**config.mk**
```make
export PLATFORM = sky130hd
export DESIGN_NAME = conv2d_ker_scheduler_flat
export DESIGN_NICKNAME = d
export VERILOG_FILES = /design/src/rtl/conv2d_ker_scheduler_pkg.sv /design/src/rtl/conv2d_ker_scheduler_if.sv /design/src/rtl/conv2d_ker_scheduler_wdt.sv /design/src/rtl/conv2d_ker_scheduler.sv /design/src/flat_wrapper.sv
export SDC_FILE = /design/constraint.sdc
export NUM_CORES = 1
export LEC_CHECK = 0
export ABC_AREA = 1
export BUFFER_PORTS_ARGS = -buffer_cell sky130_fd_sc_hd__buf_2
export CORE_MARGIN = 2
export CORE_UTILIZATION = 52
export DETAILED_ROUTE_END_ITERATION = 8
export PLACE_DENSITY = 0.76
export SYNTH_ARGS = -nofsm -noshare
export SYNTH_HDL_FRONTEND = slang
export SYNTH_HIERARCHICAL = 1
export SYNTH_SLANG_ARGS = --single-unit
```
**constraint.sdc**
```tcl
create_clock -name clk -period 1.9 [get_ports clk]
set_clock_uncertainty 0.15 [all_clocks]
set_input_delay 0 -clock clk [delete_from_list [all_inputs] [get_ports clk]]
set_output_delay 0 -clock clk [all_outputs]
set_load 0.01 [all_outputs]
```
**src/rtl/conv2d_ker_scheduler_pkg.sv**
```systemverilog
// Shared conv2d definitions: kernel scheduler state encoding,
// channel field width and kernel BRAM controller timing.
package conv2d_ker_scheduler_pkg;

  localparam int CH_W = 9;

  // BRAM controller needs this many cycles after a read-address update
  localparam int KB_SETTLE = 3;

  localparam logic [3:0] ST_IDLE      = 4'd0;
  localparam logic [3:0] ST_LOAD      = 4'd1;
  localparam logic [3:0] ST_WAIT_LOAD = 4'd2;
  localparam logic [3:0] ST_COMPUTE   = 4'd3;
  localparam logic [3:0] ST_WAIT_CH   = 4'd4;
  localparam logic [3:0] ST_ADVANCE   = 4'd5;
  localparam logic [3:0] ST_SETTLE    = 4'd6;
  localparam logic [3:0] ST_NEXT_OCH  = 4'd7;
  localparam logic [3:0] ST_FINISH    = 4'd8;

  typedef enum logic [3:0] {
    IDLE      = ST_IDLE,
    LOAD      = ST_LOAD,
    WAIT_LOAD = ST_WAIT_LOAD,
    COMPUTE   = ST_COMPUTE,
    WAIT_CH   = ST_WAIT_CH,
    ADVANCE   = ST_ADVANCE,
    SETTLE    = ST_SETTLE,
    NEXT_OCH  = ST_NEXT_OCH,
    FINISH    = ST_FINISH
  } state_e;

endpackage

```
**src/rtl/conv2d_ker_scheduler_if.sv**
```systemverilog
// Kernel scheduler control bundle: sequence control, kernel BRAM
// commands/flags and datapath channel handshake.
interface conv2d_ker_scheduler_if #(
  parameter int CH_W = conv2d_ker_scheduler_pkg::CH_W
);
  logic            start;
  logic            abort;
  logic [CH_W-1:0] CHANNEL_SIZE;
  logic [CH_W-1:0] OUT_CHANNELS;
  logic            load_BRAM_dina;
  logic            update_BRAM_doutb;
  logic            done_loading_1ker;
  logic            last_channel;
  logic            ch_start;
  logic            ch_done;
  logic            och_done;
  logic [CH_W-1:0] och_index;
  logic            busy;
  logic            done;
  logic            err;

  modport master (
    input  start, abort, CHANNEL_SIZE, OUT_CHANNELS,
    input  done_loading_1ker, last_channel, ch_done,
    output load_BRAM_dina, update_BRAM_doutb, ch_start,
    output och_done, och_index, busy, done, err
  );

  modport slave (
    output start, abort, CHANNEL_SIZE, OUT_CHANNELS,
    output done_loading_1ker, last_channel, ch_done,
    input  load_BRAM_dina, update_BRAM_doutb, ch_start,
    input  och_done, och_index, busy, done, err
  );
endinterface

```
**src/rtl/conv2d_ker_scheduler_wdt.sv**
```systemverilog
// Wait-state watchdog for the kernel scheduler.
// Present only when KER_SCHED_TIMEOUT_EN is defined.
`ifdef KER_SCHED_TIMEOUT_EN
module ker_sched_wdt #(
  parameter int W = 16
) (
  input  logic clk,
  input  logic Reset,
  input  logic en,
  output logic expire
);
  logic [W-1:0] cnt;
  logic [W-1:0] cnt_n;

  assign cnt_n  = cnt + 1'b1;
  // fires on the cycle whose increment would reach all-ones
  assign expire = en && (&cnt_n);

  always_ff @(posedge clk or negedge Reset) begin
    if (!Reset)           cnt <= '0;
    else if (!en || expire) cnt <= '0;
    else                  cnt <= cnt_n;
  end
endmodule
`endif

```
**src/rtl/conv2d_ker_scheduler.sv**
```systemverilog
// Conv2d kernel scheduler: sequences kernel loads and per-channel compute.
// Optional wait-state watchdog: KER_SCHED_TIMEOUT_EN.
module conv2d_ker_scheduler #(
  parameter int CH_W  = conv2d_ker_scheduler_pkg::CH_W,
  parameter int WDT_W = 16
) (
  input logic clk,
  input logic Reset,
  conv2d_ker_scheduler_if.master bus
);
  import conv2d_ker_scheduler_pkg::*;

  state_e state, state_n;

  logic [CH_W-1:0] ch_size, out_ch;
  logic [CH_W-1:0] ic, och;
  logic [1:0]      settle;

  logic load_q, upd_q, chs_q, ochd_q;
  logic busy_q, done_q, err_q;

  logic ic_last, och_last, cfg_zero;
  logic wdt_exp, kill;

  assign ic_last  = (ic == ch_size);
  assign och_last = (och == out_ch - 1'b1);
  assign cfg_zero = (bus.CHANNEL_SIZE == '0) ||
                    (bus.OUT_CHANNELS == '0);

`ifdef KER_SCHED_TIMEOUT_EN
  ker_sched_wdt #(.W(WDT_W)) u_wdt (
    .clk    (clk),
    .Reset  (Reset),
    .en     ((state == WAIT_LOAD) || (state == WAIT_CH)),
    .expire (wdt_exp)
  );
`else
  assign wdt_exp = 1'b0;
`endif

  assign kill = (state != IDLE) && (state != FINISH) &&
                (bus.abort || wdt_exp);

  always_comb begin
    state_n = state;
    unique case (state)
      IDLE:
        if (bus.start) state_n = cfg_zero ? FINISH : LOAD;
      LOAD:      state_n = WAIT_LOAD;
      WAIT_LOAD: if (bus.done_loading_1ker) state_n = COMPUTE;
      COMPUTE:   state_n = WAIT_CH;
      WAIT_CH:   if (bus.ch_done) state_n = ADVANCE;
      ADVANCE:   state_n = SETTLE;
      SETTLE:
        if (settle == 2'(KB_SETTLE - 1))
          state_n = ic_last ? NEXT_OCH : COMPUTE;
      NEXT_OCH:  state_n = och_last ? FINISH : LOAD;
      FINISH:    state_n = IDLE;
      default:   state_n = IDLE;
    endcase
    if (kill) state_n = FINISH;
  end

  always_ff @(posedge clk or negedge Reset) begin
    if (!Reset) state <= IDLE;
    else        state <= state_n;
  end

  // command pulses trail their state by one cycle; abort suppresses them
  always_ff @(posedge clk or negedge Reset) begin
    if (!Reset) begin
      load_q <= 1'b0;
      upd_q  <= 1'b0;
      chs_q  <= 1'b0;
      ochd_q <= 1'b0;
      busy_q <= 1'b0;
      done_q <= 1'b0;
    end else begin
      load_q <= (state == LOAD)     && !kill;
      upd_q  <= (state == ADVANCE)  && !kill;
      chs_q  <= (state == COMPUTE)  && !kill;
      ochd_q <= (state == NEXT_OCH) && !kill;
      busy_q <= (state_n != IDLE);
      done_q <= (state == FINISH);
    end
  end

  always_ff @(posedge clk or negedge Reset) begin
    if (!Reset) begin
      ch_size <= '0;
      out_ch  <= '0;
      ic      <= '0;
      och     <= '0;
      settle  <= '0;
      err_q   <= 1'b0;
    end else begin
      if ((state == SETTLE) && (state_n == SETTLE))
        settle <= settle + 1'b1;
      else
        settle <= '0;

      if ((state == IDLE) && bus.start) begin
        ch_size <= bus.CHANNEL_SIZE;
        out_ch  <= bus.OUT_CHANNELS;
        ic      <= '0;
        och     <= '0;
        err_q   <= 1'b0;
      end

      if ((state == ADVANCE) && !kill)
        ic <= ic + 1'b1;

      // controller flag cross-check; ic stays authoritative
      if ((state == SETTLE) && (settle == 2'd1) &&
          (bus.last_channel != ic_last))
        err_q <= 1'b1;

      if (state == NEXT_OCH) begin
        ic <= '0;
        if (!och_last && !kill) och <= och + 1'b1;
      end

      if (wdt_exp) err_q <= 1'b1;
    end
  end

  assign bus.load_BRAM_dina    = load_q;
  assign bus.update_BRAM_doutb = upd_q;
  assign bus.ch_start          = chs_q;
  assign bus.och_done          = ochd_q;
  assign bus.och_index         = och;
  assign bus.busy              = busy_q;
  assign bus.done              = done_q;
  assign bus.err               = err_q;

endmodule
```
**src/flat_wrapper.sv**
```systemverilog
// flat-port wrapper written by rule: the top's interface ports become plain ports
module conv2d_ker_scheduler_flat import conv2d_ker_scheduler_pkg::*;
#(
  parameter int CH_W  = conv2d_ker_scheduler_pkg::CH_W,
  parameter int WDT_W = 16
)
  (clk, Reset, bus_start, bus_abort, bus_CHANNEL_SIZE, bus_OUT_CHANNELS, bus_done_loading_1ker, bus_last_channel, bus_ch_done, bus_load_BRAM_dina, bus_update_BRAM_doutb, bus_ch_start, bus_och_done, bus_och_index, bus_busy, bus_done, bus_err);
  conv2d_ker_scheduler_if #(.CH_W(CH_W)) bus_i ();
  input logic clk;
  input logic Reset;
  input wire logic [$bits(bus_i.start)-1:0] bus_start;
  input wire logic [$bits(bus_i.abort)-1:0] bus_abort;
  input wire logic [$bits(bus_i.CHANNEL_SIZE)-1:0] bus_CHANNEL_SIZE;
  input wire logic [$bits(bus_i.OUT_CHANNELS)-1:0] bus_OUT_CHANNELS;
  input wire logic [$bits(bus_i.done_loading_1ker)-1:0] bus_done_loading_1ker;
  input wire logic [$bits(bus_i.last_channel)-1:0] bus_last_channel;
  input wire logic [$bits(bus_i.ch_done)-1:0] bus_ch_done;
  output wire logic [$bits(bus_i.load_BRAM_dina)-1:0] bus_load_BRAM_dina;
  output wire logic [$bits(bus_i.update_BRAM_doutb)-1:0] bus_update_BRAM_doutb;
  output wire logic [$bits(bus_i.ch_start)-1:0] bus_ch_start;
  output wire logic [$bits(bus_i.och_done)-1:0] bus_och_done;
  output wire logic [$bits(bus_i.och_index)-1:0] bus_och_index;
  output wire logic [$bits(bus_i.busy)-1:0] bus_busy;
  output wire logic [$bits(bus_i.done)-1:0] bus_done;
  output wire logic [$bits(bus_i.err)-1:0] bus_err;
  assign bus_i.start = bus_start;
  assign bus_i.abort = bus_abort;
  assign bus_i.CHANNEL_SIZE = bus_CHANNEL_SIZE;
  assign bus_i.OUT_CHANNELS = bus_OUT_CHANNELS;
  assign bus_i.done_loading_1ker = bus_done_loading_1ker;
  assign bus_i.last_channel = bus_last_channel;
  assign bus_i.ch_done = bus_ch_done;
  assign bus_load_BRAM_dina = bus_i.load_BRAM_dina;
  assign bus_update_BRAM_doutb = bus_i.update_BRAM_doutb;
  assign bus_ch_start = bus_i.ch_start;
  assign bus_och_done = bus_i.och_done;
  assign bus_och_index = bus_i.och_index;
  assign bus_busy = bus_i.busy;
  assign bus_done = bus_i.done;
  assign bus_err = bus_i.err;
  conv2d_ker_scheduler #(.CH_W(CH_W), .WDT_W(WDT_W)) u_core (.clk(clk), .Reset(Reset), .bus(bus_i));
endmodule
```
==> summary.txt <==
GRT
  – Number of global-route vias before repair: 2,681
  – Antenna violations before repair: 0
  – Gr ovfl total: 0
  – Overall routing resource usage: 25.1%
  – First-pass GRT wire length: 12,100 um
  – Largest net degree at the start of global routing: 50

STA
  – Clock period minus worst slack: 2.05 ns
  – Final worst hold slack: 0.0216 ns
  – Setup repair after global routing missed its margin: yes
  – Final setup violation count: 14
  – Max Slew Vio Count: 0
  – Worst-case headroom to the max-slew limit: 59.0%
  – Minimum setup slack in the final design: -0.150 ns
  – Endpoints failing hold: 0
  – Maximum frequency from static timing analysis: slightly below 500 MHz
  – Post-route clock period utilization: 108%
  – Transition time at the pin with the least slew margin: about 0.62 ns

Die
  – Effective utilization at floorplan: between 50% and 60%
  – Cell Rows: 26
  – Vert. Die Dim: 78.0 um
  – Overall die width: 78.0 um
  – Std-Cell Core Area: between 5000 and 6000 um^2
  – Boundary pin count: 41
  – Area of the die: 6090 um^2

Worst hold path
  – HP Class: primary input to register

Finish
  – Nets@finish: 513
  – Final antenna diode count: 0
  – Post-layout util: 70.5%
  – Multi-input gate area in the final layout: 1480 um^2
  – Fraction of layout instances using a drive strength above 1: 21.1%
  – Area growth from synthesis to final layout: 28.7%
  – Area used by sequential logic in the layout: 1230 um^2
  – Number of fill cells in the layout: 423

Power
  – Leakage Power: between 1.5 and 2 nW
  – PD cells: 1190 nW/um^2
  – Gate power share: between 40% and 50%
  – Sw frac: 43.2%
  – Overall power: 4.36 mW
  – Net switching power: 1.88 mW
  – Fraction of power consumed by the clock network: 16.2%
  – Maximum VDD drop: roughly 0.92 mV
  – Relative contribution of sequential cells to total power: about 35%
  – Internal power: 2.48 mW

Worst setup path
  – Data required time at the worst endpoint: approximately 2.0 ns
  – WS Path Type: register to register
  – Signal arrival time at the worst endpoint: around 2.2 ns
  – Worst Setup End Kind: register
  – Biggest fanout along the worst timing path: 3
  – Kind of start point of the critical path: register

Clocking
  – TritonCTS clock tree: yes
  – Number of buffers created by CTS: 5
  – Cell at the root of the clock tree: clkbuf_8
  – Clock latency reported for the late side of the worst-skew pair: 0.31 ns
  – Reg clk slew, reported paths: roughly 0.09 ns
  – Number of sinks driven by the clock tree: 49
  – Clock tree buffer depth: 2
  – Deepest level of the CTS H-tree: 2

Route
  – Number of vias per cell: 5.18
  – Number of DRC violations after detailed routing: 0
  – Total wire length: about 7200 um
  – Routed wire per std cell: 13.0 um
  – Remaining antenna violation count: 0
  – Initial DRT Pass Iterations: 5
  – Drt initial violations: 207
  – Via total after detailed routing: approximately 2,900

Logic synthesis
  – Combinational family with the most area after synthesis: simple AND/OR/NAND/NOR gates
  – Synth Area in Compound Gates: 5.71%
  – Xor and xnor fraction of the mapped netlist area: under 10%
  – Simple-gate area share of the yosys netlist: 35.9%
  – Post-synthesis cell count: 402
  – Area share of fa/ha/maj cells after synthesis: roughly 2.2%
  – Mux contribution to synthesized area: 0.703%
  – Number of distinct library cells after synthesis: 28
  – Register bit count reported by yosys: 49
  – Post-Synthesis Mean Instance Area: 7.09 um^2
  – Number of warnings issued by yosys: 6
  – Post-synthesis net count: 432
  – Sequential share of the synthesized area: 43.0%
  – Post-synthesis instance area: around 2800 um^2

Outcome
  – Status: finished with violations
  – Violated checks: setup timing

Placed design
  – HPWL Detailed: between 4000 and 5000 um
  – GPL Wtd Cong: 0.876
  – Port bufs: 40

Flow run
  – Max_cap viols: 0
placed cells by master, fill, tap and decap left out, types with 7 or more instances in the layout:
cell type      netlist  layout
buf_4                0      15
nor2_1              41      35
dlygate4sd3_1        0      22
clkbuf_8             0       7
nor2_2               6       9
xnor2_1              9       9
dfrtp_1             49      49
buf_2                2      40
nand3_1             30      27
o21ai_0             18      17
nand2_1            141     136
inv_1               51      47
nand2_2              8      11
worst paths after layout:
path                       slack [ns]                          from  cells after the start                           endpoint
setup / recovery                -0.15  u_core/out_ch[0]$_DFFE_PN0P_                     17  u_core/bus.och_index[7]$_DFF_PN0_
hold / removal                   0.02                   bus_ch_done                      7          u_core/state[0]$_DFF_PN0_
setup reg to reg                -0.15  u_core/out_ch[0]$_DFFE_PN0P_                     17  u_core/bus.och_index[7]$_DFF_PN0_
hold reg to reg                  0.32    u_core/settle[0]$_DFF_PN0_                      1         u_core/settle[0]$_DFF_PN0_
max in group asynchronous        1.02                         Reset                      3         u_core/settle[1]$_DFF_PN0_
min in group asynchronous        0.17                         Reset                      3      u_core/ch_size[5]$_DFFE_PN0P_
kinds of logic after synthesis:
logic type / after synthesis
DFF: 49
AOI/OAI and AO/OA: 30
xor gates and xnor gates: 15
buffers and inverters: 59
and+or+nand+nor: 242
muxes: 2
adders and majority gates: 5
cell usage after synthesis:
cell | instances | area share [%]
buf_1 | 2 | 0.26
nand2_1 | 141 | 19
clkbuf_1 | 1 | 0.13
buf_2 | 2 | 0.35
nand3_1 | 30 | 5.3
nand4_1 | 5 | 1.1
o21ai_1 | 2 | 0.35
inv_1 | 51 | 6.7
nand2_2 | 8 | 1.8
nor2_1 | 41 | 5.4
ha_1 | 5 | 2.2
dfrtp_1 | 49 | 43
a21o_1 | 1 | 0.26
a21oi_1 | 6 | 1.1
o21bai_1 | 1 | 0.26
o21ai_0 | 18 | 3.2
xor2_1 | 6 | 1.8
mux2i_1 | 2 | 0.70
xnor2_1 | 9 | 2.8
inv_2 | 2 | 0.26
nand3b_1 | 3 | 0.79
nor3_1 | 6 | 1.1
o21ai_2 | 1 | 0.31
clkinv_1 | 1 | 0.13
nor2_4 | 1 | 0.40
a22o_1 | 1 | 0.31
nor2_2 | 6 | 1.3
nor4_1 | 1 | 0.22
critical path: stages (launching register included):
cell and delay, ns:
dfrtp_1 0.39, inv_2 0.09, ha_4 0.16, buf_6 0.11, inv_4 0.04, nand2_4 0.06, nand2_2 0.05, nand2_2 0.06
nand3_2 0.09, nor2_2 0.13, nand2_1 0.09, nor2_1 0.11, nand3_1 0.14, nand2_1 0.12, nand2_1 0.06, nand2_1 0.06
nand2_1 0.05, nand2_1 0.05
power by group through the flow:
| stage | Clock [mW] | Sequential [mW] | Combinational [mW] |
|---|---|---|---|
| floorplan | 0 | 1.51 | 1.25 |
| global placement | 0 | 1.54 | 1.71 |
| detailed placement | 0 | 1.54 | 1.76 |
| CTS | 0.721 | 1.53 | 1.90 |
| global route | 0.755 | 1.57 | 2.36 |
| finish | 0.705 | 1.54 | 2.11 |
metal layers:
layer  GRT usage (%)  vias to the layer above  wire length [um]
met2            42.7                       94              3540
met3            4.37                       16               359
met5               0                        -                 0
met1            32.3                     1339              3140
met4            9.30                        0               166
li1                -                     1419                 -
through the flow:
stage / TNS, ns / std cells / cell area (um^2) / setup slack [ns]
4_1_cts: -0.578 / 554 / 3600 / -0.0749
2_1_floorplan: 0 / 402 / 2850 / 0.00515
3_5_place_dp: -1.00 / 521 / 3240 / -0.110
6_report: -1.14 / 554 / 3670 / -0.150
3_3_place_gp: -0.193 / 521 / 3240 / -0.0369
5_1_grt: -3.26 / 554 / 3670 / -0.325
flip-flops by register name (all words and copies together) (netlist names):
register and cells:
u_core/bus.busy 1, u_core/bus.ch_start 1, u_core/bus.done 1, u_core/bus.err 1, u_core/bus.load_BRAM_dina 1, u_core/bus.och_done 1, u_core/bus.och_index 9, u_core/bus.update_BRAM_doutb 1
u_core/ch_size 9, u_core/ic 9, u_core/out_ch 9, u_core/settle 2, u_core/state 4
layout make-up:
| class | count | share of cell area, % |
|---|---|---|
| Inverter | 54 | 5.60 |
| Multi-Input combinational cell | 294 | 40.3 |
| Sequential cell | 49 | 33.4 |
| Clock inverter | 1 | 0.239 |
| Clock buffer | 7 | 2.63 |
| Tap cell | 70 | 2.39 |
| Timing Repair Buffer | 79 | 15.4 |
timing repair:
action / in CTS / in global routing
cloned: 0 / 0
pin swaps: 6 / 26
hold endpoints to repair: 76 / 0
setup buffers: 3 / 0
hold buffers: 22 / 0
gates resized for setup: 5 / 21
endpoints found under the setup margin: 14 / 16
(Power assumes the default switching activity.)
